`config.mk`:
```
export PLATFORM = sky130hd
export DESIGN_NAME = jk_ff_cmd_arbiter
export DESIGN_NICKNAME = d
export VERILOG_FILES = /design/src/rtl/jk_ff_ctrl_pkg.sv /design/src/rtl/jk_ff_cmd_arbiter_rr_arbiter.sv /design/src/rtl/jk_ff_cmd_arbiter.sv
export SDC_FILE = /design/constraint.sdc
export NUM_CORES = 1
export LEC_CHECK = 0
export ABC_AREA = 0
export CAP_MARGIN = 20
export CORE_MARGIN = 10
export CORE_UTILIZATION = 45
export CTS_CLUSTER_DIAMETER = 40
export DETAILED_ROUTE_END_ITERATION = 12
export HOLD_SLACK_MARGIN = 0.08
export PLACE_DENSITY = 0.8
export SLEW_MARGIN = 30
export SYNTH_ARGS = -nofsm -noshare
export SYNTH_HDL_FRONTEND = slang
export SYNTH_SLANG_ARGS = --single-unit
```
`constraint.sdc`:
```
create_clock -name CLK -period 3.9 [get_ports CLK]
set_input_delay 0.585 -clock CLK [delete_from_list [all_inputs] [get_ports CLK]]
set_output_delay 0.585 -clock CLK [all_outputs]
set_load 0.01 [all_outputs]
```
`src/rtl/jk_ff_ctrl_pkg.sv`:
```
// Shared types and helpers for the arbitrated JK flip-flop command controller.
package jk_ff_ctrl_pkg;

    typedef enum logic [1:0] {
        IDLE  = 2'd0,
        APPLY = 2'd1,
        DONE  = 2'd2
    } state_e;

    // Command encoding is {S, R}.
    localparam logic [1:0] CMD_HOLD = 2'b00;
    localparam logic [1:0] CMD_RST  = 2'b01;
    localparam logic [1:0] CMD_SET  = 2'b10;
    localparam logic [1:0] CMD_INV  = 2'b11;

    function automatic logic jk_next(input logic q, input logic j, input logic k);
        return (j & ~q) | (~k & q);
    endfunction

endpackage

```
`src/rtl/jk_ff_cmd_arbiter_rr_arbiter.sv`:
```
// Combinational round-robin pick: first asserted request at or above the pointer, wrapping.
module rr_arbiter #(
    parameter int unsigned NREQ = 4,
    parameter int unsigned IDW  = 2
) (
    input  logic [NREQ-1:0] req_i,
    input  logic [IDW-1:0]  ptr_i,
    output logic [IDW-1:0]  winner_o,
    output logic            any_req_o
);

    int unsigned idx;

    always_comb begin
        winner_o  = ptr_i;
        any_req_o = 1'b0;
        idx       = 0;
        for (int unsigned i = 0; i < NREQ; i++) begin
            idx = 32'(ptr_i) + i;
            if (idx >= NREQ) begin
                idx = idx - NREQ;
            end
            if (!any_req_o && req_i[IDW'(idx)]) begin
                winner_o  = IDW'(idx);
                any_req_o = 1'b1;
            end
        end
    end

endmodule

```
`src/rtl/jk_ff_cmd_arbiter.sv`:
```
// Shares one JK state bit among NREQ requesters: grant, apply as J/K, then acknowledge.
module jk_ff_cmd_arbiter
    import jk_ff_ctrl_pkg::*;
#(
    parameter int unsigned NREQ = 4,
    parameter int unsigned IDW  = 2
) (
    input  logic            CLK,
    input  logic            RST,
    input  logic [NREQ-1:0] REQ,
    input  logic [NREQ-1:0] S,
    input  logic [NREQ-1:0] R,
    output logic [NREQ-1:0] ACK,
    output logic            ERR,
    output logic            J,
    output logic            K,
    output logic            Q,
    output logic [IDW-1:0]  GRANT_ID,
    output logic            BUSY
);

    state_e          state_q, state_d;
    logic            q_q, q_d;
    logic            j_q, j_d;
    logic            k_q, k_d;
    logic            err_q, err_d;
    logic            busy_q, busy_d;
    logic            inv_q, inv_d;
    logic [NREQ-1:0] ack_q, ack_d;
    logic [IDW-1:0]  grant_q, grant_d;
    logic [IDW-1:0]  ptr_q, ptr_d;

    logic [IDW-1:0]  winner;
    logic            any_req;
    logic [1:0]      cmd;

    rr_arbiter #(
        .NREQ (NREQ),
        .IDW  (IDW)
    ) u_rr_arbiter (
        .req_i     (REQ),
        .ptr_i     (ptr_q),
        .winner_o  (winner),
        .any_req_o (any_req)
    );

    // Next-state and registered-output logic; J/K/ACK/ERR default low every cycle.
    always_comb begin
        state_d = state_q;
        q_d     = q_q;
        j_d     = 1'b0;
        k_d     = 1'b0;
        err_d   = 1'b0;
        ack_d   = '0;
        busy_d  = busy_q;
        inv_d   = inv_q;
        grant_d = grant_q;
        ptr_d   = ptr_q;
        cmd     = {S[winner], R[winner]};

        case (state_q)
            IDLE: begin
                if (any_req) begin
                    grant_d = winner;
                    inv_d   = (cmd == CMD_INV);
                    j_d     = (cmd == CMD_SET);
                    k_d     = (cmd == CMD_RST);
                    busy_d  = 1'b1;
                    state_d = APPLY;
                end
            end
            APPLY: begin
                q_d     = jk_next(q_q, j_q, k_q);
                ack_d   = NREQ'(1) << grant_q;
                err_d   = inv_q;
                state_d = DONE;
            end
            DONE: begin
                ptr_d   = (grant_q == IDW'(NREQ - 1)) ? '0 : grant_q + IDW'(1);
                busy_d  = 1'b0;
                state_d = IDLE;
            end
            default: begin
                state_d = IDLE;
            end
        endcase
    end

    always_ff @(posedge CLK) begin
        if (RST) begin
            state_q <= IDLE;
            q_q     <= 1'b0;
            j_q     <= 1'b0;
            k_q     <= 1'b0;
            err_q   <= 1'b0;
            busy_q  <= 1'b0;
            inv_q   <= 1'b0;
            ack_q   <= '0;
            grant_q <= '0;
            ptr_q   <= '0;
        end else begin
            state_q <= state_d;
            q_q     <= q_d;
            j_q     <= j_d;
            k_q     <= k_d;
            err_q   <= err_d;
            busy_q  <= busy_d;
            inv_q   <= inv_d;
            ack_q   <= ack_d;
            grant_q <= grant_d;
            ptr_q   <= ptr_d;
        end
    end

    assign ACK      = ack_q;
    assign ERR      = err_q;
    assign J        = j_q;
    assign K        = k_q;
    assign Q        = q_q;
    assign GRANT_ID = grant_q;
    assign BUSY     = busy_q;

endmodule

```
# Word-level counts from Yosys, hierarchy flattened
# Index checks and enable logic that the tools add are counted.
word_totals:
  in_bits: 14
  n_memories: 0
  output_inout_bits: 11
  ff_bits: 16
  latch_bits: 0
  ram_bits: 0
  romBits: 0
op_classes:
  n_mul: 0
  n_reduce_logical: 12
  n_addsub: 8
  div: 0
  shift: 1
  n_mux: 29
  n_eq_ne: 7
  bitwise_logic: 8
  n_lt_le_gt_ge: 9
ops:
  columns: ["op", "n"]
  rows:
  - ["$mux 2", 10]
  - ["$lt 2x3->1 const B", 5]
  - ["$bmux 1 s2", 6]
  - ["$mux 1", 11]
  - ["$ge 3x3->1 const B", 3]
  - ["$eq 2x2->1 const B", 4]
  - ["$sub 2x1->2 const B", 4]
  - ["$add 2x2->3 const B", 2]
  - ["$not 1->1", 5]
  - ["$eq 2x1->1 const B", 2]
  - ["$pmux 2 s2", 1]
  - ["$reduce_and 2->1", 2]
  - ["$shl 1x2->4 const A", 1]
  - ["$add 2x1->3 const B", 1]
  - ["$ge 2x3->1 const B", 1]
  - ["$logic_and 1x1->1", 3]
  - ["$logic_not 1->1", 3]
  - ["$reduce_or 3->1", 1]
  - ["$add 2x1->2 const B", 1]
  - ["$and 1x1->1", 2]
  - ["$logic_not 2->1", 1]
  - ["$ne 2x2->1 const B", 1]
  - ["$pmux 1 s2", 1]
  - ["$reduce_bool 2->1", 1]
  - ["2 further kinds", 2]

# Logic depth before layout (Yosys ltp)
# Gate-level depths: netlist of the first run.
logic_depth:
  ltp_word: 17
  depth_mapped: 6
  mapped_depth_nobuf: 6

# Cells and area by module
# Synthesis of the first run repeated with hierarchy kept, for this count alone.
hier_totals:
  cells_unflattened: 67
  hier_area_um2: 680.7
by_module_without_submodules:
  columns: ["mod", "area_per_inst_um2", "cells_each", "n_inst"]
  rows:
  - ["jk_ff_cmd_arbiter", 584.3, 51, 1]
  - ["rr_arbiter", 96.3, 16, 1]

# Worst setup path before layout of the first run
# OpenSTA, ideal clock, no wires.
synth_path:
  path_type: "in2reg"
  startpoint: "in REQ[2]"
  endpoint: "reg inv_q"
  n_path_buf: 0
  t_arrival_ns: 1.794
  setup_slack_ns: 2.021
  path_stages: 6
  setup_ns: 0.084
  required_time_ns: 3.816
  cell_sequence: "and2b_2 -> o21ai_0 -> o31ai_4 -> mux2i_1 -> mux2_2 -> o31ai_2"
synth_via:
  elab_chain_len: 15
  word_cells_on_any_way: 28
  cone_classes: "eq/ne: 1; mux: 20; reduce/logical: 7"
synth_lines:
  columns: ["item", "line", "text"]
  rows:
  - ["start: declaration", "jk_ff_cmd_arbiter.sv:10", "input logic [NREQ-1:0] REQ,"]
  - ["$bmux 1 s2", "jk_ff_cmd_arbiter_rr_arbiter.sv:23", "if (!any_req_o && req_i[IDW'(idx)]) begin"]
  - ["$mux 1 (implied by the code)", "jk_ff_cmd_arbiter_rr_arbiter.sv:23", null]
  - ["$mux 1", "jk_ff_cmd_arbiter_rr_arbiter.sv:23", null]
  - ["$logic_not 1->1", "jk_ff_cmd_arbiter_rr_arbiter.sv:23", null]
  - ["$logic_and 1x1->1", "jk_ff_cmd_arbiter_rr_arbiter.sv:23", null]
  - ["$mux 1", "jk_ff_cmd_arbiter_rr_arbiter.sv:23", null]
  - ["$logic_not 1->1", "jk_ff_cmd_arbiter_rr_arbiter.sv:23", null]
  - ["$logic_and 1x1->1", "jk_ff_cmd_arbiter_rr_arbiter.sv:23", null]
  - ["$mux 1", "jk_ff_cmd_arbiter_rr_arbiter.sv:23", null]
  - ["$logic_not 1->1", "jk_ff_cmd_arbiter_rr_arbiter.sv:23", null]
  - ["$logic_and 1x1->1", "jk_ff_cmd_arbiter_rr_arbiter.sv:23", null]
  - ["$mux 2", "jk_ff_cmd_arbiter_rr_arbiter.sv:23", null]
  - ["$bmux 1 s2", "jk_ff_cmd_arbiter.sv:59", "cmd = {S[winner], R[winner]};"]
  - ["$mux 1 (implied by the code)", "jk_ff_cmd_arbiter.sv:59", null]
  - ["$eq 2x2->1", "jk_ff_cmd_arbiter.sv:65", "inv_d = (cmd == CMD_INV);"]
  - ["end signal: assignment", "jk_ff_cmd_arbiter.sv:108", "inv_q <= inv_d;"]
  - ["end: declaration", "jk_ff_cmd_arbiter.sv:28", "logic inv_q, inv_d;"]
# Parallel ways exist; a longest one is shown, timed or not. The select of a mux whose other input is x is not followed.
# A chain may end at the register's enable or synchronous reset.

# Final worst setup path of the first run
layout_path:
  startpoint: "in REQ[3]"
  endpoint: "reg inv_q"
# Same word-level chain as after synthesis.

==> flow_metrics.tcl, run 1 <==
set metrics [dict create \
    outcome "complete, no violations" \
    netlist_area_um2 698 \
    synth_ff_type "dfxtp_1" \
    htreeDepth 1 \
    async_reset_ff_share_pct 0 \
    clockBufferDepth 2 \
    clk_latency_ns 0.28 \
    n_antenna_cell 0 \
    place_area_um2 955 \
    critPathKind "in -> reg" \
    vias_per_cell 5.18 \
    cts_root_buffer "clkbuf_4" \
    start_kind "input port" \
    arrival_ns 2.40 \
    coreArea_um2 1490 \
    hold_path.class "reg -> reg" \
    seqPwrFrac_pct 50.3 \
    grt_pass1_wl_um 2730 \
    ys_types 26 \
    grt_max_degree 10 \
    die_w_um 59.4 \
    cts-resized-gates 0 \
    dieArea_um2 3530 \
    ant_nets 0 \
    synth_edf_count 0 \
    crit_path_max_fanout 6 \
    ys_seq_area_share_pct 45.9 \
    p_int_uw 271 \
    rsz0062_at_grt "false" \
    power_density_nw_per_um2 362 \
    power_switching_share_pct 24.5 \
    fmax_mhz 456 \
    r2r-start "ptr_q[0]" \
    track_usage_pct 9.75 \
    layout_setup_ws_ns 1.71 \
    ys_seq_elements 16 \
    final.setup.tns_ns 0 \
    drc_errors 0 \
    cts_buffers 3 \
    vias 601 \
    grt_pass1_vias 593 \
    syn-mean-instance-area_um2 9.56 \
    comb_power_share_pct 19.9 \
    synth_fp_nets 88 \
    fin_crit_sh_pct 56.2 \
    syn2layout_area_growth_pct 41.9 \
    cts_tree "yes" \
    antenna_found_initial 0 \
    overflow 0 \
    pin_count 25 \
    fin_crit_ns 2.19 \
    synthCells 73 \
    cap_violations 0 \
    hold_buffers 0 \
    hold_viol 0 \
    post_cts_buffers 0 \
    wl_um 1600 \
    slew_violations 0 \
    p_switching_uw 88.0 \
    die_h_um 59.4 \
    drive_gt1_share_pct 10.0 \
    start_util_pct 46.9 \
    dr.pass1.iters 4 \
    p_clk_share_pct 29.8 \
    ys_warn_count 0 \
    hpwl_um 1290 \
    gp_congestion 0.705 \
    tightest_slew_ns 0.388 \
    num_rows 14 \
    dp_slack_ns 1.42 \
    finClkSkew_ns 0.000958 \
    p_leak_nw 0.403 \
    min_from "BUSY" \
    cts_sinks 16 \
    finalSetupViolCount 0 \
    drt_iter0_markers 10 \
    netlist_top_cells_area "dfxtp_1, mux2i_1, nor2_1" \
    peakVddDrop_mv 0.312 \
    crit_start "REQ[3]" \
    synth_top_area_share_pct 45.9 \
    final_nets 116 \
    yosysTopAreaCell "dfxtp_1" \
    final_cell_area_um2 991 \
    cp.required_ns 4.11 \
    clk_pin_slew_ns 0.09 \
    cp-end-kind "flop" \
    wl_per_cell_um 13.8 \
    io_buffers 24 \
    relSlewSlack_pct 73.9 \
]
## per-stage QoR
stage | utilization [%] | hold WS (ns) | instances | power, mW
floorplan | - | 0.430 | 73 | 0.222
global placement | 64.1 | 0.443 | 112 | 0.254
detailed placement | 64.1 | 0.446 | 112 | 0.256
CTS | 66.6 | 0.459 | 116 | 0.364
global route | 66.6 | 0.489 | 116 | 0.379
finish | 66.6 | 0.459 | 116 | 0.359
## area by class of cell
| cell class | count | area [um^2] |
|---|---|---|
| inverter | 3 | 11.3 |
| multi-input combinational | 53 | 363 |
| fill | 131 | 498 |
| timing repair buffer | 24 | 240 |
| sequential | 16 | 320 |
| tap | 16 | 20.0 |
| clock buffer | 4 | 36.3 |
## worst paths after layout
path | to | slack [ns] | cells after the start
setup / recovery | inv_q | 1.71 | 7
hold / removal | BUSY | 0.46 | 2
setup reg to reg | inv_q | 2.11 | 6
hold reg to reg | BUSY | 0.46 | 2
## cell usage after synthesis, drive strengths merged, types with 2 or more instances
cell / instances
dfxtp: 16
and2b: 2
inv: 3
nor2b: 2
a21oi: 5
mux2i: 7
nor3b: 3
o21ai: 3
nand2: 5
nand3b: 2
nor2: 10
o31ai: 3
mux2: 2
## layout by cell type, fill, tap and decap left out
cell type / netlist / final
a211o_1: 1 / 1
a21oi_1: 5 / 5
and2_1: 1 / 1
and2b_1: 1 / 1
and2b_2: 1 / 1
and3_1: 1 / 1
and3b_1: 1 / 1
clkbuf_4: 0 / 3
clkbuf_8: 0 / 1
clkdlybuf4s50_1: 0 / 24
dfxtp_1: 16 / 16
ha_1: 1 / 1
inv_1: 3 / 3
mux2_2: 2 / 2
mux2i_1: 7 / 7
nand2_1: 5 / 5
nand2b_1: 1 / 1
nand3b_1: 2 / 2
nor2_1: 10 / 10
nor2b_1: 2 / 2
nor3_1: 1 / 1
nor3b_1: 3 / 3
o21ai_0: 3 / 3
o31ai_1: 1 / 1
o31ai_2: 1 / 1
o31ai_4: 1 / 1
or2_2: 1 / 1
or3_1: 1 / 1
## layer usage
layer  vias to the layer above  wire [um]  track usage [%]
li1                        305          -                -
met1                       277        636             10.5
met2                        19        784             15.3
met3                         0        178             6.87
met4                         0          0             1.97
met5                         -          0                0
## logic make-up (layout without fill, tap and decap cells)
group / Yosys count / count (layout) / synth area share, %
fa+ha+maj: 1 / 1 / 1.79
flops: 16 / 16 / 45.9
buf+inv: 4 / 31 / 2.15
mux: 9 / 9 / 13.3
compound gates: 12 / 12 / 12.9
simple gates: 31 / 31 / 24.0
## power by group through the flow
stage / Clock (mW) / Combinational, mW / Sequential (mW)
global placement: 0 / 0.0698 / 0.184
floorplan: 0 / 0.0370 / 0.185
finish: 0.107 / 0.0714 / 0.180
detailed placement: 0 / 0.0720 / 0.184
global route: 0.119 / 0.0788 / 0.182
CTS: 0.111 / 0.0723 / 0.181
## worst max-delay path, cell delays in order
cell	delay, ns
clkdlybuf4s50_1	0.55
and2b_1	0.21
o21ai_0	0.15
o21ai_0	0.10
nor2_1	0.20
mux2_2	0.39
o31ai_2	0.20
## sequential cells by signal (all words and copies together), names as in the netlist
register	flops
ACK	4
BUSY	1
ERR	1
GRANT_ID	2
J	1
K	1
Q	1
inv_q	1
ptr_q	2
state_q	2
No activity file was read; power rests on OpenSTA's default activity.
==> run 2: changes to the inputs <==
Settings changed: CORE_UTILIZATION 45 to 38, PLACE_DENSITY 0.8 to 0.72.
Clock period 3.9 ns to 1.85 ns, I/O delays scaled along.
==> run 2 against run 1 <==
Effect of this change:
- clock power is 59% higher
- final cell count grew 16%
- critical path depth unchanged
- core utilization down 3.6 points
- critical endpoint unchanged
- design area increased by 9.7%
- sequential power up 110%
==> flow_metrics.tcl, run 2 (synthesis gave the netlist of run 1 again) <==
set metrics [dict create \
    outcome "complete, no violations" \
    n_antenna_cell 0 \
    hold_viol 0 \
    r2r_setup_slack_ns 0.13 \
    num_rows 15 \
    cp_cell_sequence "clkdlybuf4s50_1, inv_1, o31ai_2, o31ai_4, mux2i_1, mux2_2, o31ai_2" \
    grt_pass1_vias 604 \
    cts_sinks 16 \
    clk_pin_slew_ns 0.08 \
    r2r_end "inv_q" \
    finalSetupViolCount 0 \
    min_to "BUSY" \
    final_cell_area_um2 1090 \
    pin_count 25 \
    grt_max_degree 9 \
    r2r-start "ptr_q[1]" \
    hold-path-cell-count 2 \
    clk_latency_ns 0.27 \
    wl_um 1560 \
    arrival_ns 1.95 \
    fin_crit_sh_pct 94.4 \
    overflow 0 \
    placed_cells 129 \
    start_kind "input port" \
    layout_setup_ws_ns 0.103 \
    grt_pass1_wl_um 2550 \
    layout_common_cells "clkdlybuf4s50_1, dfxtp_1, buf_4" \
    fin_crit_ns 1.75 \
    p_leak_nw 0.464 \
    vias 626 \
    dp_slack_ns -0.340 \
    cp_slowest_cell "clkdlybuf4s50_1" \
    final_common_cell "clkdlybuf4s50_1" \
    wl_per_cell_um 11.6 \
    dieArea_um2 3950 \
    die_w_um 62.9 \
    hpwl_um 1280 \
    layoutNonFillerInstCount 134 \
    final_nets 126 \
    slew_violations 0 \
    syn2layout_area_growth_pct 55.7 \
    cts_buffers 3 \
    tightest_slew_ns 0.364 \
    start_util_pct 40.4 \
    fmax_mhz 572 \
    power_density_nw_per_um2 671 \
    cp-end-kind "flop" \
    die_h_um 62.9 \
    r2r_cells 6 \
    place_area_um2 1030 \
    p_total_uw 730 \
    critPathKind "in -> reg" \
    cts_root_buffer "clkbuf_4" \
    track_usage_pct 7.72 \
    cap_violations 0 \
    largest_register_ff_count 4 \
    hold_path.class "reg -> reg" \
    ant_nets 0 \
    final.setup.tns_ns 0 \
    drt_iter0_markers 10 \
    clockBufferDepth 2 \
    crit_path_max_fanout 5 \
    io_buffers 24 \
    vias_per_cell 4.67 \
    coreArea_um2 1730 \
    cp.required_ns 2.05 \
    drc_errors 0 \
    peakVddDrop_mv 0.515 \
    gp_congestion 0.698 \
    relSlewSlack_pct 75.7 \
    finClkSkew_ns 0.00274 \
    max_stage_delay_ns 0.50 \
    drive_gt1_share_pct 22.0 \
    min_from "BUSY" \
    antenna_found_initial 0 \
    htreeDepth 1 \
    dr.pass1.iters 4 \
    crit_top_cell "o31ai_2" \
    cts_tree "yes" \
]
[run 2: cell types whose count changed in the layout (fill, tap and decap cells not counted), sizes merged]
cell / previous run / this run
dlymetal6s2s: 0 / 1
dlygate4sd2: 0 / 1
clkdlybuf4s50: 24 / 22
buf: 0 / 10
clkbuf: 4 / 3
[run 2: what timing repair did]
| action | 4_1_cts | 5_1_grt |
|---|---|---|
| setup endpoints to repair | 3 | 3 |
| pin swaps | 1 | 1 |
| setup buffers | 1 | 1 |
| hold buffers | 0 | 0 |
| gates resized for setup | 1 | 7 |
[run 2: layer usage]
metal / routed length (um) / global-route usage, % / vias to the layer above
met1: 628 / 7.04 / 272
met2: 728 / 13.2 / 28
met3: 201 / 6.09 / 0
met4: 0 / 1.68 / 0
met5: 0 / 0 / -
li1: - / - / 326
[run 2: how the worst max path moves through the flow]
stage | startpoint | endpoint | slack, ns | cells past startpoint
floorplan | ptr_q[0] | inv_q | 0.19 | 6
global placement | REQ[3] | inv_q | -0.26 | 7
detailed placement | REQ[3] | J | -0.34 | 7
CTS | REQ[0] | J | 0.02 | 7
global route | REQ[0] | inv_q | -0.005 | 7
finish | REQ[0] | inv_q | 0.10 | 7
[run 2: power by group]
part / switching, mW / total, mW / internal [mW]
Sequential: 0.0139 / 0.378 / 0.364
Combinational: 0.0729 / 0.181 / 0.109
Clock: 0.0945 / 0.170 / 0.0754
[run 2: through the flow]
| stage | hold slack (ns) | util (%) |
|---|---|---|
| 2_1_floorplan | 0.430 | - |
| 3_3_place_gp | 0.442 | 59.4 |
| 3_5_place_dp | 0.450 | 59.4 |
| 4_1_cts | 0.461 | 61.1 |
| 5_1_grt | 0.491 | 63.0 |
| 6_report | 0.457 | 63.0 |
[run 2: critical path: cells and delay by family]
family / cells / cell delay (ns)
buffers and inverters: 2 / 0.57
muxes: 2 / 0.45
AOI/OAI and AO/OA: 3 / 0.66
[run 2: cell type report]
| type | instances | area [um^2] |
|---|---|---|
| Inverter | 3 | 11.3 |
| Multi-Input combinational cell | 53 | 384 |
| Tap cell | 25 | 31.3 |
| Timing Repair Buffer | 34 | 317 |
| Fill cell | 153 | 639 |
| Sequential cell | 16 | 322 |
| Clock buffer | 3 | 22.5 |
==> run 3: changes to the inputs <==
Settings changed: CAP_MARGIN 20 to not set.
==> results of run 3 <==
Same layout as run 2: the final DEF is identical, and so are final timing and power.
